<file path="config.mk">
export PLATFORM = sky130hd
export DESIGN_NAME = mac_array_drain
export DESIGN_NICKNAME = d
export VERILOG_FILES = /design/src/rtl/systolic_pkg.sv /design/src/rtl/tile_fifo.sv /design/src/rtl/mac_array_drain.sv
export SDC_FILE = /design/constraint.sdc
export NUM_CORES = 1
export LEC_CHECK = 0
export CAP_MARGIN = 20
export CORE_MARGIN = 2
export CORE_UTILIZATION = 45
export CTS_BUF_LIST = sky130_fd_sc_hd__clkbuf_8 sky130_fd_sc_hd__clkbuf_16
export DETAILED_ROUTE_END_ITERATION = 10
export DONT_BUFFER_PORTS = 1
export SLEW_MARGIN = 20
export SYNTH_ARGS = -nofsm -noshare
export SYNTH_HDL_FRONTEND = slang
export SYNTH_SLANG_ARGS = --single-unit
</file>
<file path="constraint.sdc">
create_clock -name clk -period 8.8 [get_ports clk]
set_input_delay 0.44 -clock clk [delete_from_list [all_inputs] [get_ports clk]]
set_output_delay 0.44 -clock clk [all_outputs]
set_load 0.1 [all_outputs]
</file>
<file path="src/rtl/systolic_pkg.sv">
// ============================================================================
// systolic_pkg
// Shared widths, lane index type and drain FSM encoding for the systolic path.
// Revision: 1.0
// ============================================================================
`default_nettype none

package systolic_pkg;

   localparam int DEF_ACC_W  = 16;
   localparam int DEF_N_MACS = 4;
   localparam int LANE_W     = $clog2(DEF_N_MACS);

   typedef logic [LANE_W-1:0] lane_idx_t;

   typedef logic [0:0] drain_state_t;
   localparam drain_state_t ST_IDLE   = 1'b0;
   localparam drain_state_t ST_STREAM = 1'b1;

endpackage : systolic_pkg

`default_nettype wire

</file>
<file path="src/rtl/tile_fifo.sv">
// ============================================================================
// tile_fifo
// Synchronous first-word-fall-through FIFO holding complete result tiles.
// Revision: 1.0
// ============================================================================
`default_nettype none

module tile_fifo #(
   parameter int WIDTH = 64,
   parameter int DEPTH = 4
) (
   input  logic                     clk,
   input  logic                     rst,
   input  logic                     i_push,
   input  logic                     i_pop,
   input  logic [WIDTH-1:0]         i_data,
   output logic [WIDTH-1:0]         o_data,
   output logic                     o_full,
   output logic                     o_empty,
   output logic [$clog2(DEPTH):0]   o_count
);

   localparam int AW = $clog2(DEPTH);

   logic [WIDTH-1:0] r_mem [DEPTH];
   logic [AW-1:0]    r_wr_ptr;
   logic [AW-1:0]    r_rd_ptr;
   logic [AW:0]      r_count;
   logic             w_wr;
   logic             w_rd;

   assign o_full  = (r_count == (AW+1)'(DEPTH));
   assign o_empty = (r_count == '0);

   // A write into a full FIFO is allowed when the head leaves on the same edge.
   assign w_rd = i_pop && !o_empty;
   assign w_wr = i_push && (!o_full || w_rd);

   always_ff @(posedge clk) begin
      if (rst) begin
         r_wr_ptr <= '0;
         r_rd_ptr <= '0;
         r_count  <= '0;
      end else begin
         if (w_wr) r_wr_ptr <= r_wr_ptr + 1'b1;
         if (w_rd) r_rd_ptr <= r_rd_ptr + 1'b1;
         case ({w_wr, w_rd})
            2'b10:   r_count <= r_count + 1'b1;
            2'b01:   r_count <= r_count - 1'b1;
            default: r_count <= r_count;
         endcase
      end
   end

   always_ff @(posedge clk) begin
      if (w_wr) r_mem[r_wr_ptr] <= i_data;
   end

   assign o_data  = r_mem[r_rd_ptr];
   assign o_count = r_count;

endmodule : tile_fifo

`default_nettype wire

</file>
<file path="src/rtl/mac_array_drain.sv">
// ============================================================================
// mac_array_drain
// Collects per-lane MAC results into tiles, buffers them and streams lanes out.
// Revision: 1.0
// ============================================================================
`default_nettype none

module mac_array_drain
   import systolic_pkg::*;
#(
   parameter int ACC_W  = DEF_ACC_W,
   parameter int N_MACS = DEF_N_MACS,
   parameter int DEPTH  = 4
) (
   input  logic                        clk,
   input  logic                        rst,
   input  logic [N_MACS*ACC_W-1:0]     acc_in,
   input  logic [N_MACS-1:0]           valid_in,
   input  logic                        flush,
   output logic [ACC_W-1:0]            out_data,
   output logic [$clog2(N_MACS)-1:0]   out_lane,
   output logic                        out_valid,
   input  logic                        out_ready,
   output logic                        out_last,
   output logic                        stall,
   output logic                        err_overwrite,
   output logic                        err_overflow,
   output logic [7:0]                  drop_cnt,
   input  logic                        err_clear
);

   localparam int TW = N_MACS * ACC_W;
   localparam int LW = $clog2(N_MACS);
   localparam int CW = $clog2(DEPTH) + 1;
   localparam logic [LW-1:0] c_LAST_LANE = LW'(N_MACS - 1);

   logic [N_MACS-1:0] r_mask;
   logic [TW-1:0]     r_cap;
   drain_state_t      r_state;
   logic [LW-1:0]     r_lane;
   logic              r_err_ow;
   logic              r_err_of;
   logic [7:0]        r_drop;

   logic [TW-1:0]     w_tile;
   logic [TW-1:0]     w_head;
   logic              w_full;
   logic              w_empty;
   logic [CW-1:0]     w_count;
   logic [CW-1:0]     w_cnt_next;
   logic              w_complete;
   logic              w_ow_evt;
   logic              w_hs;
   logic              w_pop;
   logic              w_push;
   logic              w_drop;

   // Same-cycle strobes bypass the capture registers so a tile can close
   // on the edge its final lane arrives.
   generate
      for (genvar gi = 0; gi < N_MACS; gi++) begin : g_lane
         assign w_tile[gi*ACC_W +: ACC_W] = valid_in[gi] ? acc_in[gi*ACC_W +: ACC_W]
                                                         : r_cap[gi*ACC_W +: ACC_W];

         always_ff @(posedge clk) begin
            if (rst) begin
               r_cap[gi*ACC_W +: ACC_W] <= '0;
            end else if (valid_in[gi] && !flush) begin
               r_cap[gi*ACC_W +: ACC_W] <= acc_in[gi*ACC_W +: ACC_W];
            end
         end
      end
   endgenerate

   assign w_complete = (&(r_mask | valid_in)) && !flush;
   assign w_ow_evt   = (|(r_mask & valid_in)) && !flush;

   assign w_hs       = (r_state == ST_STREAM) && out_ready;
   assign w_pop      = w_hs && (r_lane == c_LAST_LANE) && !w_empty;
   assign w_push     = w_complete && (!w_full || w_pop);
   assign w_drop     = w_complete && !w_push;
   assign w_cnt_next = w_count + {{(CW-1){1'b0}}, w_push} - {{(CW-1){1'b0}}, w_pop};

   tile_fifo #(
      .WIDTH (TW),
      .DEPTH (DEPTH)
   ) u_tile_fifo (
      .clk     (clk),
      .rst     (rst),
      .i_push  (w_push),
      .i_pop   (w_pop),
      .i_data  (w_tile),
      .o_data  (w_head),
      .o_full  (w_full),
      .o_empty (w_empty),
      .o_count (w_count)
   );

   always_ff @(posedge clk) begin
      if (rst) begin
         r_mask <= '0;
      end else if (flush || w_complete) begin
         r_mask <= '0;
      end else begin
         r_mask <= r_mask | valid_in;
      end
   end

   always_ff @(posedge clk) begin
      if (rst) begin
         r_state <= ST_IDLE;
         r_lane  <= '0;
      end else begin
         case (r_state)
            ST_IDLE: begin
               if (w_cnt_next != '0) r_state <= ST_STREAM;
            end
            ST_STREAM: begin
               if (w_hs) begin
                  if (r_lane == c_LAST_LANE) begin
                     r_lane <= '0;
                     if (w_cnt_next == '0) r_state <= ST_IDLE;
                  end else begin
                     r_lane <= r_lane + 1'b1;
                  end
               end
            end
            default: r_state <= ST_IDLE;
         endcase
      end
   end

   // A clear coinciding with a fresh error keeps the new event.
   always_ff @(posedge clk) begin
      if (rst) begin
         r_err_ow <= 1'b0;
         r_err_of <= 1'b0;
         r_drop   <= '0;
      end else if (err_clear) begin
         r_err_ow <= w_ow_evt;
         r_err_of <= w_drop;
         r_drop   <= w_drop ? 8'd1 : 8'd0;
      end else begin
         if (w_ow_evt) r_err_ow <= 1'b1;
         if (w_drop) begin
            r_err_of <= 1'b1;
            if (r_drop != 8'hFF) r_drop <= r_drop + 8'd1;
         end
      end
   end

   assign out_valid     = (r_state == ST_STREAM);
   assign out_data      = out_valid ? w_head[r_lane*ACC_W +: ACC_W] : '0;
   assign out_lane      = r_lane;
   assign out_last      = out_valid && (r_lane == c_LAST_LANE);
   assign stall         = w_full;
   assign err_overwrite = r_err_ow;
   assign err_overflow  = r_err_of;
   assign drop_cnt      = r_drop;

endmodule : mac_array_drain

`default_nettype wire

</file>
Word level (Yosys, flattened, before mapping)
Memory sizes are Yosys's and may differ from the RTL's. A register that Yosys moved wholly into a read port is not among the register bits.
Cells that the tools add are included.
{"block": "totals", "ff_bits": 88, "ramBits": 256, "inputBits": 73, "word_cells": 88, "n_memories": 1}
{"memory": "u_tile_fifo.r_mem", "depth": 4, "width": 64, "read_ports": 1, "rd_ports_with_merged_regs": 1, "wr": 1, "line": "tile_fifo.sv:25", "source": "logic [WIDTH-1:0] r_mem [DEPTH];"}
{"block": "op_classes", "addsub": 8, "n_eq_ne": 5, "shift": 1, "mux": 24, "bitwise": 3, "n_reduce_logical": 33}
{"cell": "$mux W16", "n": 5}
{"cell": "$shiftx A64 B7 Y16", "n": 1}
{"cell": "$mux W8", "n": 3}
{"cell": "$logic_and A1 B1 Y1", "n": 14}
{"cell": "$mux W1", "n": 11}
{"cell": "$add A8 B1 Y8 const B", "n": 1}
{"cell": "$ne A8 B8 Y1 const B", "n": 1}
{"cell": "$reduce_bool A2 Y1", "n": 4}
{"cell": "$add A2 B1 Y2 const B", "n": 3}
{"cell": "$logic_not A3 Y1", "n": 2}
{"cell": "$mux W2", "n": 3}
{"cell": "$pmux W3 S2", "n": 1}
{"cell": "$and A4 B4 Y4", "n": 1}
{"cell": "$eq A2 B2 Y1 const B", "n": 2}
{"cell": "$logic_not A1 Y1", "n": 4}
{"cell": "$or A4 B4 Y4", "n": 1}
{"cell": "$reduce_and A2 Y1", "n": 2}
{"cell": "$reduce_and A4 Y1", "n": 1}
{"cell": "$reduce_or A4 Y1", "n": 1}
{"cell": "$add A3 B1 Y3", "n": 1}
{"cell": "$add A3 B1 Y3 const B", "n": 1}
{"cell": "$eq A3 B3 Y1 const B", "n": 1}
{"cell": "$logic_or A1 B1 Y1", "n": 3}
{"cell": "$reduce_bool A3 Y1", "n": 1}
{"cell": "other kinds (6)", "n": 6}

Logic depth before layout (Yosys ltp)
Gate-level depths: netlist (run 1).
{"block": "logic_depth", "word_depth": 12, "depth_mapped": 10}

Cells and area by module
Synthesis (run 1) repeated with hierarchy kept, for this count alone.
{"block": "hier_totals", "cells_unflattened": 897, "area_unflattened_um2": 14228.6}
{"mod": "tile_fifo", "instances": 1, "cells_each": 388, "area_each_um2": 9795.6}
{"mod": "mac_array_drain", "instances": 1, "cells_each": 509, "area_each_um2": 4433.0}

Least setup slack after synthesis (run 1)
Ideal clock, no wire load.
{"block": "synth_path", "path_kind": "reg-to-reg", "startpoint": "reg r_lane[1], in the netlist out_lane[1]", "endpoint": "mem u_tile_fifo.r_mem[0][0] (enable)", "setup_ns": 0.429, "arrival_ns": 3.605, "required_ns": 8.371, "path_slack_ns": 4.767, "stages_incl_launch_ff": 5, "path_cell_list": "dfxtp_1 ha_1 nand3_1 a2111oi_4 and2_1"}
{"block": "synth_between", "elab_chain_len": 8, "elab_cells_between_ends": 10}
{"item": "from (decl)", "line": "mac_array_drain.sv:40", "source": "logic [LW-1:0] r_lane;"}
{"item": "from (signal assigned)", "line": "mac_array_drain.sv:124", "source": "r_lane <= r_lane + 1'b1;"}
{"item": "$eq A2 B2 Y1 *", "line": "mac_array_drain.sv:79", "source": "assign w_pop = w_hs && (r_lane == c_LAST_LANE) && !w_empty;"}
{"item": "$logic_and A1 B1 Y1 * (2 in a row)", "line": "mac_array_drain.sv:79"}
{"item": "$logic_or A1 B1 Y1 or $logic_and A1 B1 Y1 (tied branches)", "line": "mac_array_drain.sv:80, tile_fifo.sv:36"}
{"item": "$logic_and A1 B1 Y1 or $logic_or A1 B1 Y1 (tied branches)", "line": "mac_array_drain.sv:80, tile_fifo.sv:37"}
{"item": "$logic_and A1 B1 Y1 *", "line": "tile_fifo.sv:37", "source": "assign w_wr = i_push && (!o_full || w_rd);"}
{"item": "$mux W1 *", "line": "tile_fifo.sv:56", "source": "if (w_wr) r_mem[r_wr_ptr] <= i_data;"}
{"item": "$mux W1 (implied by the code) *", "line": "tile_fifo.sv:56"}
{"item": "to (decl)", "line": "tile_fifo.sv:25"}
Mark *: on every way between the ends. The rest lies on a longest branch, timed or not.

==> results of run 1 <==
==> sequential cells by signal, summed over array words and instances, names as in the netlist, named ones only <==
name,cells
err_overflow,1
drop_cnt,8
u_tile_fifo.r_rd_ptr,2
u_tile_fifo.r_mem,256
out_valid,1
u_tile_fifo.r_wr_ptr,2
r_mask,4
err_overwrite,1
r_cap,64
out_lane,2
u_tile_fifo.o_count,3
==> kinds of logic after synthesis <==
| group | share of synthesized area [%] |
|---|---|
| compound gates | 4.881 |
| mux | 16.77 |
| simple gates | 7.507 |
| fa+ha+maj | 0.9904 |
| xor+xnor | 0.4952 |
| flops | 67.06 |
| buf+inv | 2.299 |
==> through the flow <==
stage          worst slack, ns  hold WS [ns]  util [%]  total power [mW]
2_1_floorplan            4.767        0.4338         -             1.956
3_3_place_gp             5.052        0.4323     47.57             1.990
3_5_place_dp             4.967        0.4376     47.57             1.993
4_1_cts                  4.654       0.03748     51.61             3.480
5_1_grt                  4.486       0.03597     51.62             3.558
6_report                 4.761       0.05527     51.62             3.441
==> final cells by class <==
cell class / instances / area (sq um) / area share (%)
timing repair buffer: 22 / 272.8 / 1.718
clock buffer: 46 / 1084 / 6.826
multi-input combinational: 530 / 4399 / 27.72
clock inverter: 22 / 100.1 / 0.6306
inverter: 7 / 26.28 / 0.1655
sequential: 346 / 9495 / 59.82
tap: 396 / 495.5 / 3.122
==> path summary, 6_finish.rpt <==
path	startpoint	to	slack, ns
max reg2reg	out_lane[1]	u_tile_fifo.r_mem[3][56]	5.02
max	flip-flop	out_data[2]	4.76
min	acc_in[18]	r_cap[18]	0.06
min reg2reg	r_cap[10]	r_cap[10]	0.45
==> power by group through the flow <==
stage	Combinational [mW]	Sequential (mW)	Clock, mW
after floorplan	0.127	1.83	0
after global placement	0.164	1.83	0
after detailed placement	0.166	1.83	0
after CTS	0.177	1.79	1.51
after global routing	0.189	1.79	1.58
final	0.175	1.79	1.47
==> cells in the final DEF, fill, tap and decap left out, types with 2 or more instances in the layout <==
cell type | synthesis | routed
a21oi_1 | 71 | 71
a221o_1 | 4 | 4
a22o_1 | 5 | 5
a22oi_1 | 6 | 6
a32oi_1 | 4 | 4
and2_1 | 8 | 4
and2_2 | 0 | 4
and3_1 | 8 | 8
buf_16 | 0 | 5
buf_4 | 6 | 14
clkbuf_16 | 0 | 40
clkbuf_8 | 0 | 6
clkinv_2 | 0 | 3
dfxtp_1 | 90 | 87
dfxtp_2 | 0 | 2
dlygate4sd3_1 | 0 | 3
edfxtp_1 | 256 | 256
fa_1 | 2 | 2
ha_1 | 8 | 8
inv_1 | 7 | 22
mux2_2 | 64 | 64
mux2i_1 | 39 | 39
mux4_2 | 56 | 56
nand2_1 | 154 | 154
nand2b_1 | 5 | 5
nand3_1 | 8 | 8
nand4_1 | 10 | 10
nor2_1 | 25 | 25
nor2b_1 | 9 | 8
nor3_1 | 2 | 2
nor3b_1 | 2 | 2
o211ai_1 | 4 | 4
o21ai_0 | 4 | 4
o22ai_2 | 1 | 9
or3_1 | 7 | 7
xnor2_1 | 5 | 5
xor2_1 | 3 | 3
==> routing by layer <==
metal / up-vias / routed length (um) / GRT usage [%]
li1: 3558 / - / -
met1: 3820 / 14100 / 27.42
met2: 227 / 13960 / 28.95
met3: 46 / 2242 / 4.878
met4: 0 / 684 / 5.106
met5: - / 0 / 0
==> out/qor.txt, run 1 <==
Sequential share of power - 52.1%
Placed cells - 1297
Final Cell Area - 15870 sq um
Leak pwr - 5.184 nW
CP max stage cell - dfxtp_4
Mapped Area - 14150 sq um
Syn_area_per_cell - 15.05 sq um
Post_cts resized - 0
Core Area - 30750 sq um
Stages on worst setup path - 4
Crit Path Max Fanout - 41
Post-CTS Setup Inserts - 0
Port buffer count - 0
RD Place Congestion - 0.7760
Hold Crit Depth - 2
Total internal power - 2.709 mW
Worst setup SP type - flip-flop
Number of synthesized register bits - 346
Main flop type after synthesis - edfxtp_1
Largest cells by area after synthesis - edfxtp_1 (54%), dfxtp_1 (13%), mux4_2 (8.9%)
Detailed Route WL - 30990 um
EDFF count, synth - 256
Share of the synthesized area in the top cell type - 54.33%
Skew-Pair Late Insertion Delay - 0.52 ns
Switch Pwr - 732.2 uW
Drt pass-1 iters - 5
Critical path buffers and inverters - 1
Setup Skew - 0.01717 ns
# IOs - 104
Min-delay worst type - in2reg
Initial Util - 46.02%
Worst EP arrival - 3.60 ns
Status - finished, final reports clean
Peak supply drop - 0.0001577 V
GRT Total Usage - 19.05%
Ant. Diodes - 0
Share of layout cells above drive strength 1 - 21.79%
Final Setup Violations - 0
Crit-path cells - buf_4 -> mux4_2 -> and3_1 -> a221o_1
Largest area contributor in the netlist - edfxtp_1
Slowest stage delay, CP - 0.87 ns
Ys async rst share - 0%
Clk sinks - 346
CP Capture Type - output port
Die height - 181.3 um
Max clock buf depth - 3
Initial DRC count - 501
PwrDens - 216.8 nW/um^2
Unrepaired setup endpoints after global routing - false
Post-route setup TNS - 0 ns
Clock buffer count from CTS - 38
Die area - 32880 sq um
Grt ovf - 0
Slew headroom - 20.70%
Top-count cell post-synth - edfxtp_1
CTS tree - built
Crit path max-delay family - flip-flops
# fillers - 2567
# H-tree levels - 2
Max-slew violation total from the final report - 0
Vias - 7651
Max cap viols - 0
Comb pwr share - 5.1%
Hold_buf cts - 4
CTS root buffer - clkbuf_16
Worst Max-Slew Pin Slew - 1.192 ns
Initial antenna violation count - 1
Distinct cells, synth - 43
Clock power frac - 42.8%
Largest net degree at the start of global routing - 65
DP Area - 14630 sq um
Die width - 181.3 um
Syn nets - 1023
FP Rows - 64
Synth Instances - 940
Register area share after synthesis - 67.06%
Period utilisation layout - 45.90%
Synth top cells by count - edfxtp_1 (256), nand2_1 (154), dfxtp_1 (90), a21oi_1 (71), mux2_2 (64)
Setup Crit Path Kind - reg2out
Period minus WS final - 4.039 ns
Post-Layout Cell Count - 1369
DP HPWL - 18970 um
Syn. warnings - 0
Clk slew on worst S/H paths - 0.06 ns
Area Overhead vs Synth - 12.18%
Critical Path RT - 8.36 ns
Vias in the first global route - 7653
DRC errors left - 0
Final ANT Viol Nets - 0
Routed WL per cell - 22.64 um
Hold Fails Final Rpt - 0
Fmax - 247.6 MHz
Worst R2R Path Depth - 5
Via density - 5.589
Switching Share - 21.28%
Net total in the final layout - 1028
First-pass GRT wire length - 47270 um
Note: power is estimated with default switching activity, not from simulation.
==> run 2, diff against run 1 <==
clock period = 4 ns   (was 8.8 ns; I/O delays follow)
==> run 2 against run 1 <==
- routed wire length is 3.6% higher
- critical path type unchanged
- highest routed layer is now met5
- worst hold slack worse by 0.051 ns
- die area stayed put
- sequential power up 120%
- setup slack got worse by 3.9 ns
==> out/qor.txt, run 2 (synthesis results as in run 1) <==
Critical Path RT - 3.80 ns (was 8.36 ns)
Post_cts resized - 0 (unchanged)
Via density - 5.573 (was 5.589)
Detailed Route WL - 32100 um (was 30990 um)
CTS root buffer - clkbuf_16 (unchanged)
Clk sinks - 346 (unchanged)
Final Setup Violations - 0 (unchanged)
Clk slew on worst S/H paths - 0.06 ns (about the same)
DP HPWL - 19420 um (was 18970 um)
First-pass GRT wire length - 49740 um (was 47270 um)
Status - finished, final reports clean (unchanged)
Fmax - 317.2 MHz
Die area - 32880 sq um (unchanged)
Crit Path Max Fanout - 28 (was 41)
Post-Layout Cell Count - 1461 (was 1369)
Skew-Pair Late Insertion Delay - 0.52 ns (about the same)
Largest reg by FF count - u_tile_fifo.r_mem (unchanged)
Grt ovf - 0 (unchanged)
Worst EP arrival - 2.95 ns (was 3.60 ns)
# H-tree levels - 2 (unchanged)
Worst Max-Slew Pin Slew - 1.097 ns (was 1.192 ns)
Share of layout cells above drive strength 1 - 22.22% (was 21.79%)
Peak supply drop - 0.0002510 V (was 0.0001577 V)
Period utilisation layout - 78.82%
Final ANT Viol Nets - 0 (unchanged)
DRC errors left - 0 (unchanged)
Hold Fails Final Rpt - 0 (unchanged)
Worst setup SP type - flip-flop (unchanged)
Max cap viols - 0 (unchanged)
Area Overhead vs Synth - 19.44% (was 12.18%)
RD Place Congestion - 0.7546 (was 0.7760)
Placed cells - 1314 (was 1297)
Max clock buf depth - 3 (unchanged)
Leak pwr - 5.594 nW (was 5.184 nW)
Period minus WS final - 3.153 ns
Routed WL per cell - 21.97 um (was 22.64 um)
FP Rows - 64 (unchanged)
GRT Total Usage - 19.82% (was 19.05%)
CP Capture Type - output port (unchanged)
Hold_ws - 0.004104 ns (was 0.05527 ns)
Initial DRC count - 606 (was 501)
Die width - 181.3 um (unchanged)
Die height - 181.3 um (unchanged)
Setup Skew - 0.01797 ns (was 0.01717 ns)
Setup Crit Path Kind - reg2out (unchanged)
Drt pass-1 iters - 5 (unchanged)
Net total in the final layout - 1116 (was 1028)
Most frequent cells in the layout - edfxtp_1 (256), nand2_1 (154), dfxtp_1 (87), dlygate4sd3_1 (74), a21oi_1 (71) (was edfxtp_1 (256), nand2_1 (154), dfxtp_1 (87), a21oi_1 (71), mux2_2 (64))
Largest net degree at the start of global routing - 84 (was 65)
# IOs - 104 (unchanged)
Commonest non-fill, non-tap cell in the layout - edfxtp_1 (unchanged)
Max FFs per register - 256 (unchanged)
PwrDens - 470.6 nW/um^2 (was 216.8 nW/um^2)
Slew headroom - 26.79% (was 20.70%)
CTS tree - built (unchanged)
Min-delay worst type - in2reg (unchanged)
Vias in the first global route - 8497 (was 7653)
Clock buffer count from CTS - 38 (unchanged)
Unrepaired setup endpoints after global routing - false (unchanged)
Max-slew violation total from the final report - 0 (unchanged)
Vias - 8142 (was 7651)
Post-route setup TNS - 0 ns (unchanged)
Port buffer count - 0 (unchanged)
Initial antenna violation count - 3 (was 1)
Core Area - 30750 sq um (unchanged)
Final Power - 7.953 mW (was 3.441 mW)
Initial Util - 46.02% (unchanged)
## run 2: layout make-up
cell class	instances	area (sq um)
antenna	3	7.507
clock buffer	43	1031
clock inverter	26	260.3
fill	2473	13850
inverter	7	26.28
multi-input combinational	530	4399
sequential	346	9495
tap	396	495.5
timing repair buffer	110	1186
## run 2: path summary, 6_finish.rpt
path	startpoint	to	slack [ns]	cells past startpoint
worst min register to register	r_cap[16]	r_cap[16]	0.45	2
worst max register to register	u_tile_fifo.o_count[0]	u_tile_fifo.r_mem[1][41]	1.25	5
worst min-delay path	flush	r_cap[49]	0.004	3
worst max-delay path	flip-flop	out_data[7]	0.85	5
## run 2: layer usage
metal,vias to the layer above,share of wire (%),global-route usage [%],wire (um)
li1,3750,-,-,-
met1,4133,45,28.01,14440
met2,209,48,31.80,15280
met3,48,5.7,4.112,1839
met4,2,1.6,4.488,529
met5,-,0.040,0,13
## run 2: through the flow
step | utilization [%] | worst slack [ns] | area, sq um
after floorplan | - | 0.4084 | 14150
after global placement | 48.23 | 1.294 | 14830
after detailed placement | 48.23 | 1.263 | 14830
after CTS | 54.93 | 0.7708 | 16890
after global routing | 54.95 | 0.6492 | 16900
final | 54.96 | 0.8472 | 16900
## run 2: repair_timing
item                                   CTS  global route
endpoints found under the hold margin  319             0
setup buffers                            0             0
hold buffers                            75             0
## run 2: report_power, final
part           leakage [nW]  internal (mW)  switching (mW)
registers              3.07           3.92          0.0250
logic                  1.88          0.179           0.292
clock network         0.643           2.17            1.37
total                  5.59           6.27            1.68
## run 2: critical path: stages (launching register included)
cell and delay [ns]:
dfxtp_4 0.73, buf_4 0.43, mux4_2 0.55, mux2i_1 0.28, o22ai_2 0.13, buf_4 0.27
